`config.mk`:
```
export PLATFORM = sky130hd
export DESIGN_NAME = multicycle_control
export DESIGN_NICKNAME = d
export VERILOG_FILES = /design/src/rtl/mc_ctrl_pkg.sv /design/src/rtl/mc_decode.sv /design/src/rtl/multicycle_control.sv
export SDC_FILE = /design/constraint.sdc
export NUM_CORES = 1
export LEC_CHECK = 0
export ABC_AREA = 1
export ABC_CLOCK_PERIOD_IN_PS = 2000
export CORE_MARGIN = 2
export CORE_UTILIZATION = 40
export DETAILED_ROUTE_END_ITERATION = 16
export PLACE_DENSITY = 0.75
export SETUP_SLACK_MARGIN = 0.15
export SLEW_MARGIN = 15
export SYNTH_ARGS = -nofsm -noshare
export SYNTH_HDL_FRONTEND = slang
export SYNTH_SLANG_ARGS = --single-unit
```
`constraint.sdc`:
```
create_clock -name clk -period 2 [get_ports clk]
set_input_delay 0.5 -clock clk [delete_from_list [all_inputs] [get_ports clk]]
set_output_delay 0.5 -clock clk [all_outputs]
set_load 0.02 [all_outputs]
```
`src/rtl/mc_ctrl_pkg.sv`:
```
// Shared encodings for the multi-cycle MIPS control unit: opcodes, functs,
// ALU codes, mux selects, FSM states and the decoded-instruction record.
package mc_ctrl_pkg;

  localparam logic [5:0] OP_RTYPE = 6'b000000;
  localparam logic [5:0] OP_LW    = 6'b100011;
  localparam logic [5:0] OP_SW    = 6'b101011;
  localparam logic [5:0] OP_J     = 6'b000010;
  localparam logic [5:0] OP_JAL   = 6'b000011;
  localparam logic [5:0] OP_BNE   = 6'b000101;
  localparam logic [5:0] OP_ADDI  = 6'b001000;
  localparam logic [5:0] OP_XORI  = 6'b001110;

  localparam logic [5:0] FN_NOP     = 6'b000000;
  localparam logic [5:0] FN_ADD     = 6'b100000;
  localparam logic [5:0] FN_SUB     = 6'b100010;
  localparam logic [5:0] FN_SLT     = 6'b101010;
  localparam logic [5:0] FN_JR      = 6'b001000;
  localparam logic [5:0] FN_SYSCALL = 6'b001100;

  localparam logic [5:0] ALU_ADD  = 6'b100000;
  localparam logic [5:0] ALU_SUB  = 6'b100010;
  localparam logic [5:0] ALU_XOR  = 6'b100110;
  localparam logic [5:0] ALU_SLT  = 6'b101010;
  localparam logic [5:0] ALU_NONE = 6'b101100;

  localparam logic [1:0] PC_SRC_ALU  = 2'd0;
  localparam logic [1:0] PC_SRC_OUT  = 2'd1;
  localparam logic [1:0] PC_SRC_JUMP = 2'd2;
  localparam logic [1:0] PC_SRC_RS   = 2'd3;

  localparam logic [1:0] REG_DST_RT = 2'd0;
  localparam logic [1:0] REG_DST_RD = 2'd1;
  localparam logic [1:0] REG_DST_RA = 2'd2;

  localparam logic [1:0] M2R_ALU = 2'd0;
  localparam logic [1:0] M2R_MDR = 2'd1;
  localparam logic [1:0] M2R_PC  = 2'd2;

  localparam logic [1:0] SRCB_B      = 2'd0;
  localparam logic [1:0] SRCB_4      = 2'd1;
  localparam logic [1:0] SRCB_IMM    = 2'd2;
  localparam logic [1:0] SRCB_IMM_SH = 2'd3;

  typedef enum logic [3:0] {
    S_FETCH, S_DECODE, S_MEM_ADDR, S_MEM_RD, S_MEM_WB, S_MEM_WR,
    S_EXEC_R, S_EXEC_I, S_ALU_WB, S_BRANCH, S_JUMP, S_HALT
  } state_t;

  typedef enum logic [2:0] {
    CLS_MEM, CLS_R, CLS_I, CLS_BRANCH, CLS_JUMP, CLS_HALT, CLS_NOP, CLS_ILLEGAL
  } cls_t;

  typedef enum logic [1:0] {JK_J, JK_JAL, JK_JR} jk_t;

  typedef struct packed {
    cls_t       cls;
    logic       is_load;
    jk_t        jk;
    logic [5:0] alu_op;
  } dec_t;

endpackage

```
`src/rtl/mc_decode.sv`:
```
// Combinational opcode/funct classifier feeding the multi-cycle FSM.
module mc_decode
  import mc_ctrl_pkg::*;
(
  input  logic [5:0] i_opcode,
  input  logic [5:0] i_funct,
  output dec_t       o_dec
);

  always_comb begin
    o_dec.cls     = CLS_ILLEGAL;
    o_dec.is_load = 1'b0;
    o_dec.jk      = JK_J;
    o_dec.alu_op  = ALU_ADD;
    case (i_opcode)
      OP_RTYPE: begin
        case (i_funct)
          FN_ADD:     begin o_dec.cls = CLS_R; o_dec.alu_op = ALU_ADD; end
          FN_SUB:     begin o_dec.cls = CLS_R; o_dec.alu_op = ALU_SUB; end
          FN_SLT:     begin o_dec.cls = CLS_R; o_dec.alu_op = ALU_SLT; end
          FN_JR:      begin o_dec.cls = CLS_JUMP; o_dec.jk = JK_JR; end
          FN_SYSCALL: o_dec.cls = CLS_HALT;
          FN_NOP:     o_dec.cls = CLS_NOP;
          default:    o_dec.cls = CLS_ILLEGAL;
        endcase
      end
      OP_LW:   begin o_dec.cls = CLS_MEM; o_dec.is_load = 1'b1; end
      OP_SW:   o_dec.cls = CLS_MEM;
      OP_J:    begin o_dec.cls = CLS_JUMP; o_dec.jk = JK_J; end
      OP_JAL:  begin o_dec.cls = CLS_JUMP; o_dec.jk = JK_JAL; end
      OP_BNE:  begin o_dec.cls = CLS_BRANCH; o_dec.alu_op = ALU_SUB; end
      OP_ADDI: begin o_dec.cls = CLS_I; o_dec.alu_op = ALU_ADD; end
      OP_XORI: begin o_dec.cls = CLS_I; o_dec.alu_op = ALU_XOR; end
      default: o_dec.cls = CLS_ILLEGAL;
    endcase
  end

endmodule

```
`src/rtl/multicycle_control.sv`:
```
// Multi-cycle MIPS sequencer. Define MC_MEM_HANDSHAKE_EN to make FETCH,
// MEM_RD and MEM_WR wait on mem_ready; otherwise each takes one cycle.
module multicycle_control
  import mc_ctrl_pkg::*;
(
  input  logic       clk,
  input  logic       reset_n,
  input  logic [5:0] opcode,
  input  logic [5:0] funct,
  input  logic       zero,
  input  logic       mem_ready,
  output logic       pc_write,
  output logic [1:0] pc_src,
  output logic       ir_write,
  output logic       i_or_d,
  output logic       mem_read,
  output logic       mem_write,
  output logic       reg_write,
  output logic [1:0] reg_dst,
  output logic [1:0] mem_to_reg,
  output logic       alu_src_a,
  output logic [1:0] alu_src_b,
  output logic [5:0] alu_op,
  output logic       retire,
  output logic       illegal,
  output logic       halted,
  output state_t     o_dbg_state
);

  state_t r_state, w_next;
  dec_t   r_dec, w_dec;
  logic   w_ready;

  // Memory handshake: a request (mem_read/mem_write) and its address select
  // are held steady until the cycle in which mem_ready is high; that cycle
  // completes the access and the FSM advances on the following edge.
`ifdef MC_MEM_HANDSHAKE_EN
  assign w_ready = mem_ready;
`else
  assign w_ready = 1'b1 | mem_ready;
`endif

  mc_decode u_decode (
    .i_opcode (opcode),
    .i_funct  (funct),
    .o_dec    (w_dec)
  );

  always_ff @(posedge clk) begin
    if (!reset_n) begin
      r_state <= S_FETCH;
      r_dec   <= '0;
    end else begin
      r_state <= w_next;
      if (r_state == S_DECODE) r_dec <= w_dec;
    end
  end

  assign o_dbg_state = r_state;

  always_comb begin
    w_next     = r_state;
    pc_write   = 1'b0;
    pc_src     = PC_SRC_ALU;
    ir_write   = 1'b0;
    i_or_d     = 1'b0;
    mem_read   = 1'b0;
    mem_write  = 1'b0;
    reg_write  = 1'b0;
    reg_dst    = REG_DST_RT;
    mem_to_reg = M2R_ALU;
    alu_src_a  = 1'b0;
    alu_src_b  = SRCB_B;
    alu_op     = ALU_NONE;
    retire     = 1'b0;
    illegal    = 1'b0;
    halted     = 1'b0;
    case (r_state)
      S_FETCH: begin
        mem_read  = 1'b1;
        alu_src_b = SRCB_4;
        alu_op    = ALU_ADD;
        if (w_ready) begin
          ir_write = 1'b1;
          pc_write = 1'b1;
          w_next   = S_DECODE;
        end
      end
      S_DECODE: begin
        // ALUOut captures PC+4 + (imm<<2) here so BRANCH can use it.
        alu_src_b = SRCB_IMM_SH;
        alu_op    = ALU_ADD;
        case (w_dec.cls)
          CLS_MEM:    w_next = S_MEM_ADDR;
          CLS_R:      w_next = S_EXEC_R;
          CLS_I:      w_next = S_EXEC_I;
          CLS_BRANCH: w_next = S_BRANCH;
          CLS_JUMP:   w_next = S_JUMP;
          CLS_HALT:   w_next = S_HALT;
          CLS_NOP:    begin retire = 1'b1; w_next = S_FETCH; end
          default:    begin retire = 1'b1; illegal = 1'b1; w_next = S_FETCH; end
        endcase
      end
      S_MEM_ADDR: begin
        alu_src_a = 1'b1;
        alu_src_b = SRCB_IMM;
        alu_op    = ALU_ADD;
        w_next    = r_dec.is_load ? S_MEM_RD : S_MEM_WR;
      end
      S_MEM_RD: begin
        mem_read = 1'b1;
        i_or_d   = 1'b1;
        if (w_ready) w_next = S_MEM_WB;
      end
      S_MEM_WB: begin
        reg_write  = 1'b1;
        mem_to_reg = M2R_MDR;
        retire     = 1'b1;
        w_next     = S_FETCH;
      end
      S_MEM_WR: begin
        mem_write = 1'b1;
        i_or_d    = 1'b1;
        if (w_ready) begin
          retire = 1'b1;
          w_next = S_FETCH;
        end
      end
      S_EXEC_R: begin
        alu_src_a = 1'b1;
        alu_op    = r_dec.alu_op;
        w_next    = S_ALU_WB;
      end
      S_EXEC_I: begin
        alu_src_a = 1'b1;
        alu_src_b = SRCB_IMM;
        alu_op    = r_dec.alu_op;
        w_next    = S_ALU_WB;
      end
      S_ALU_WB: begin
        reg_write = 1'b1;
        reg_dst   = (r_dec.cls == CLS_R) ? REG_DST_RD : REG_DST_RT;
        retire    = 1'b1;
        w_next    = S_FETCH;
      end
      S_BRANCH: begin
        alu_src_a = 1'b1;
        alu_op    = ALU_SUB;
        pc_write  = ~zero;
        pc_src    = PC_SRC_OUT;
        retire    = 1'b1;
        w_next    = S_FETCH;
      end
      S_JUMP: begin
        pc_write = 1'b1;
        retire   = 1'b1;
        w_next   = S_FETCH;
        case (r_dec.jk)
          JK_JR:  pc_src = PC_SRC_RS;
          JK_JAL: begin
            pc_src     = PC_SRC_JUMP;
            reg_write  = 1'b1;
            reg_dst    = REG_DST_RA;
            mem_to_reg = M2R_PC;
          end
          default: pc_src = PC_SRC_JUMP;
        endcase
      end
      S_HALT:  halted = 1'b1;
      default: w_next = S_FETCH;
    endcase
    // Reset masks every output so an abandoned instruction writes nothing.
    if (!reset_n) begin
      pc_write   = 1'b0;
      pc_src     = PC_SRC_ALU;
      ir_write   = 1'b0;
      i_or_d     = 1'b0;
      mem_read   = 1'b0;
      mem_write  = 1'b0;
      reg_write  = 1'b0;
      reg_dst    = REG_DST_RT;
      mem_to_reg = M2R_ALU;
      alu_src_a  = 1'b0;
      alu_src_b  = SRCB_B;
      alu_op     = ALU_NONE;
      retire     = 1'b0;
      illegal    = 1'b0;
      halted     = 1'b0;
    end
  end

endmodule
```
# Word-level counts from Yosys, hierarchy flattened
# Cells that the tools add are included.
op_classes:
  muxes: 46
  n_eq_ne: 32
  bitwise_logic: 1
  reduce_logical: 19
op_table:
  columns: ["cell", "n"]
  rows:
  - ["case mux 4 bit (6 select lines)", 2]
  - ["== test 6 bit (second input constant)", 5]
  - ["== test 6 x 4 -> 1 bit (second input constant)", 4]
  - ["2-to-1 mux 1 bit", 23]
  - ["case mux 6 bit (3 select lines)", 1]
  - ["OR reduction 2 bit", 9]
  - ["== test 4 x 3 -> 1 bit (second input constant)", 4]
  - ["== test 4 bit (second input constant)", 4]
  - ["case mux 2 bit (2 select lines)", 4]
  - ["case mux 3 bit (5 select lines)", 1]
  - ["== test 6 x 2 -> 1 bit (second input constant)", 2]
  - ["zero test 6 bit", 2]
  - ["2-to-1 mux 2 bit", 6]
  - ["case mux 3 bit (4 select lines)", 1]
  - ["case mux 4 bit (3 select lines)", 1]
  - ["== test 3 bit (second input constant)", 3]
  - ["== test 4 x 2 -> 1 bit (second input constant)", 2]
  - ["case mux 4 bit (2 select lines)", 1]
  - ["OR reduction 7 bit", 1]
  - ["== test 3 x 1 -> 1 bit (second input constant)", 2]
  - ["== test 3 x 2 -> 1 bit (second input constant)", 2]
  - ["== test 6 x 3 -> 1 bit (second input constant)", 1]
  - ["2-to-1 mux 6 bit", 1]
  - ["case mux 1 bit (2 select lines)", 3]
  - ["12 further kinds", 13]
totals:
  wordCells: 103
  register_bits: 16
  inputBits: 16
  output_inout_bits: 28

# Longest topological paths before layout
logic_depth:
  depth_word: 9
  depth_mapped: 12
  depth_no_buf: 12

# Cells and area by module
# From an unflattened synthesis, not the netlist that was laid out.
unflattened:
  hier_cells: 238
  area_unflattened_um2: 1350.0
modules_own_cells:
  columns: ["module", "seq_area_each_um2", "area_each_um2", "n_inst", "cells_each"]
  rows:
  - ["multicycle_control", 320.3, 1052.3, 1, 175]
  - ["mc_decode", 0.0, 297.8, 1, 63]

# Worst setup path before layout
# OpenSTA, ideal clock, no wires.
synth_path:
  path_kind: "reg-to-output"
  startpoint: "register r_state[0] (netlist: o_dbg_state[0])"
  endpoint: "output port pc_write"
  stages_incl_launch_ff: 7
  path_buffers: 0
  t_arrival_ps: 1787
  path_slack_ps: -287
  t_required_ps: 1500
  cell_sequence: "dfxtp_1 > inv_1 > nor2_1 > inv_1 > nor2_1 > inv_1 > o311ai_0"
synth_via:
  elab_chain_cells: 4
  word_cells_on_any_way: 6
  cone_classes: "2 x eq/ne; 2 x mux; 2 x reduce/logical"
synth_rtl:
  columns: ["element", "line_no", "text"]
  rows:
  - ["from (decl)", "multicycle_control.sv:30", "state_t r_state, w_next;"]
  - ["from (signal assigned)", "multicycle_control.sv:54", "r_state <= w_next;"]
  - ["== test 4 bit or zero test 4 bit (tied branches)", "multicycle_control.sv:78", "case (r_state)"]
  - ["OR reduction 2 bit (no line)", null, null]
  - ["case mux 1 bit (2 select lines) *", "multicycle_control.sv:78", null]
  - ["2-to-1 mux 1 bit *", "multicycle_control.sv:173", "if (!reset_n) begin"]
  - ["to (decl)", "multicycle_control.sv:12", "output logic pc_write,"]
# Mark *: on every way between the ends. The rest lies on a longest branch, timed or not.

# Worst setup path after layout
layout_path:
  startpoint: "input port funct[0]"
  endpoint: "output port illegal"
layout_via:
  elab_chain_cells: 9
  word_cells_on_any_way: 20
  cone_classes: "11 x eq/ne; 5 x mux; 4 x reduce/logical"
layout_rtl:
  columns: ["element", "line_no", "text"]
  rows:
  - ["from (decl)", "multicycle_control.sv:9", "input logic [5:0] funct,"]
  - ["== test 6 bit", "mc_decode.sv:17", "case (i_funct)"]
  - ["OR reduction 3 bit (no line)", null, null]
  - ["case mux 3 bit (4 select lines) *", "mc_decode.sv:17", null]
  - ["case mux 3 bit (5 select lines) *", "mc_decode.sv:15", "case (i_opcode)"]
  - ["== test 3 bit, or another cell as far along", "multicycle_control.sv:93", "case (w_dec.cls)"]
  - ["OR reduction 7 bit (no line) *", null, null]
  - ["2-to-1 mux 1 bit *", "multicycle_control.sv:93", null]
  - ["2-to-1 mux 1 bit *", "multicycle_control.sv:78", null]
  - ["2-to-1 mux 1 bit *", "multicycle_control.sv:173", null]
  - ["to (decl)", "multicycle_control.sv:25", "output logic illegal,"]
# Marks and branches as above.

==> metrics.md <==
| Metric | Value |
|---|---|
| Num ports | `44` |
| Drt initial violations | `146` |
| Sort of element at the end of the critical path | `primary output` |
| Total number of H-tree levels | `1` |
| Area added between synthesis and finish | `106%` |
| Drt wl/cell | `17.0 µm` |
| Startpoint class of the critical path | `primary input` |
| Fin worst setup slack | `-0.277 ns` |
| Leakage dissipation | `0.00128 µW` |
| Most frequent standard cell in the layout excluding fill and tap cells | `sky130_fd_sc_hd__buf_4` |
| Run status | `finished with violations` |
| Number of global-route vias before repair | `1500` |
| Via count of the routed design | `1963` |
| Largest net degree at the start of global routing | `14` |
| Min-Delay Startpoint | `r_dec[5]` |
| First drt pass iteration count | `4` |
| Number of synthesis warnings | `0` |
| Data arrival at the endpoint of the critical path | `1.78 ns` |
| Tot GR Track Use | `24.4%` |
| Root buffer cell | `sky130_fd_sc_hd__clkbuf_4` |
| Worst reg2reg path startpoint | `o_dbg_state[1]` |
| Fmax achieved | `439 MHz` |
| Core Box Area | `3030 µm²` |
| Worst hold slack across all endpoints | `0.495 ns` |
| Power per cell area | `357 nW/µm²` |
| Area of the mapped netlist | `1270 µm²` |
| Maximum capacitance violations | `0` |
| Number of inserted filler cells in the final layout | `147` |
| Wire length of the first global-routing pass | `6.75 mm` |
| Number of buffers created by CTS | `3` |
| Worst min-delay path category | `reg -> reg` |
| Clock tree sinks | `14` |
| # hold bufs at CTS | `0` |
| Number of synthesized register bits | `14` |
| Violated checks | `negative setup slack` |
| Floorplan die height | `60.3 µm` |
| Remaining antenna violation count after routing | `0` |
| Fin area | `2620 µm²` |
| Data required time of the critical path | `1.50 ns` |
| Worst-path fanout max | `3` |
| Worst setup skew after layout | `0.00688 ns` |
| Count of flip-flops with a built-in enable after synthesis | `0` |
| Residual overflow from global routing | `0` |
| Syn_area_per_cell | `5.83 µm²` |
| Instance count of the mapped netlist | `218` |
| Final hold violation count | `0` |
| Final setup vio count | `14` |
| Proportion of synthesized chip area in sequential cells | `22.1%` |
| Maximum number of buffers from clock root to sink | `2` |
| Final Max Tran Viols | `0` |
| Ys async rst share | `0%` |
| Classification of the worst setup path | `in -> out` |
| Weighted congestion at the end of routability-driven global placement | `0.873` |
| Layout cells sized above 1 | `62.5%` |
| Die outline width | `60.3 µm` |
| Post-detailed-routing wire length | `6.27 mm` |
| Fraction of synthesized cell area taken by the top area cell type | `22.1%` |
| Fin crit period | `2.28 ns` |
| Unique cell type count in the Yosys netlist | `30` |
| Register clock-pin slew on the reported worst setup and hold paths | `0.09 ns` |
| Cell count after placement | `337` |
| Worst VDD drop | `0.000217 V` |
| Dominant cells by area after synthesis | `sky130_fd_sc_hd__dfxtp_1 22%, sky130_fd_sc_hd__nor2_1 12%, sky130_fd_sc_hd__nand2_1 12%` |
| Beginning of the critical path | `funct[0]` |
| Number of remaining DRC errors | `0` |
| HPWL after DPL | `2.98 mm` |
| Final worst-path cycle share | `114%` |
| Number of diodes added for antenna fixing | `0` |
| Standard-cell row count | `20` |
| Area after detailed placement | `2040 µm²` |
| Initial antenna violation count | `0` |
| Total power | `936 µW` |
| Most used DFF post-synth | `sky130_fd_sc_hd__dfxtp_1` |
| Final Instance Count excl. Fillers | `369` |
| Leading cell types in the layout, fill and taps excluded | `61 x sky130_fd_sc_hd__buf_4, 31 x sky130_fd_sc_hd__buf_6, 28 x sky130_fd_sc_hd__nand2_1` |
| Buffers on Ports | `40` |
| RSZ-0062 raised after global routing | `true` |
| Largest area contributor in the netlist | `sky130_fd_sc_hd__dfxtp_1` |
| Worst skew pair latency | `0.28 ns` |
| Initial Util | `41.9%` |
| Die Outline Area | `3640 µm²` |
| Clock tree from TritonCTS | `done` |
| Post-detailed-route via-to-cell ratio | `5.32` |
| Post-layout net count | `342` |
==> metal layers <==
layer,GRT usage (%),vias to the layer above,routed length (µm)
met5,0,-,0
met4,5.08,0,379
li1,-,895,-
met1,29.9,894,2220
met3,2.56,45,497
met2,46.0,129,3170
==> cells by family (layout without fill, tap and decap cells) <==
group | after synthesis | after routing | synth area share (%)
DFF | 14 | 14 | 22.1
buffers and inverters | 49 | 155 | 15.3
AOI/OAI and AO/OA | 31 | 31 | 14.2
and+or+nand+nor | 123 | 123 | 48.2
other | 1 | 2 | 0.295
==> final timing paths <==
| kind | endpoint | slack, ns | cells after the start |
|---|---|---|---|
| setup / recovery | illegal | -0.28 | 9 |
| hold / removal | r_dec[5] | 0.49 | 2 |
| setup reg to reg | o_dbg_state[2] | 0.34 | 9 |
| hold reg to reg | r_dec[5] | 0.49 | 2 |
==> metrics by stage <==
step / utilization (%) / TNS, ns / worst slack [ns]
floorplan: - / 0 / 0.0661
global placement: 67.2 / -12.54 / -0.998
detailed placement: 67.2 / -13.00 / -1.03
CTS: 75.7 / -0.392 / -0.129
global route: 86.5 / -2.66 / -0.300
finish: 86.5 / -1.82 / -0.277
==> registers in the layout (all words and copies together), names as in the netlist <==
signal	cells
o_dbg_state	4
r_dec	10
==> final cells by class <==
cell class                 instances  area, µm²  share of cell area, %
sequential                        14        293                   11.2
clock buffer                       4       36.3                   1.38
multi-input combinational        156       1100                   41.9
timing repair buffer             108        957                   36.5
tap                               44       55.1                   2.10
inverter                          43        180                   6.88
==> power by group <==
part	total (µW)	leakage [µW]	internal, µW	switching, µW
registers	310	0.000117	294	15.9
logic	420	0.00114	189	231
clock network	206	0.0000210	111	95.3
total	936	0.00128	594	342
==> critical path: stages <==
cell and delay, ns:
sky130_fd_sc_hd__clkdlybuf4s15_1 0.23, sky130_fd_sc_hd__nor2_2 0.22, sky130_fd_sc_hd__nand2_2 0.14, sky130_fd_sc_hd__nor2_2 0.15, sky130_fd_sc_hd__o21a_2 0.20, sky130_fd_sc_hd__nand2_4 0.07
sky130_fd_sc_hd__nand2_4 0.07, sky130_fd_sc_hd__nor4_4 0.04, sky130_fd_sc_hd__buf_4 0.15
==> synthesized netlist by cell type (all sizes together), types with 2 or more instances <==
master	count
nor2	49
nand2	47
inv	42
nand3	22
a21oi	14
dfxtp	14
o21ai	9
buf	4
clkbuf	2
nand4	2
nor4	2
o211ai	2
o22ai	2
==> what timing repair did <==
action | 4_1_cts | 5_1_grt
setup endpoints to repair | 28 | 22
pin swaps | 29 | 32
buffers inserted | 13 | 15
resized for setup | 231 | 65
hold endpoints to repair | 0 | 0
(Power assumes the default switching activity.)
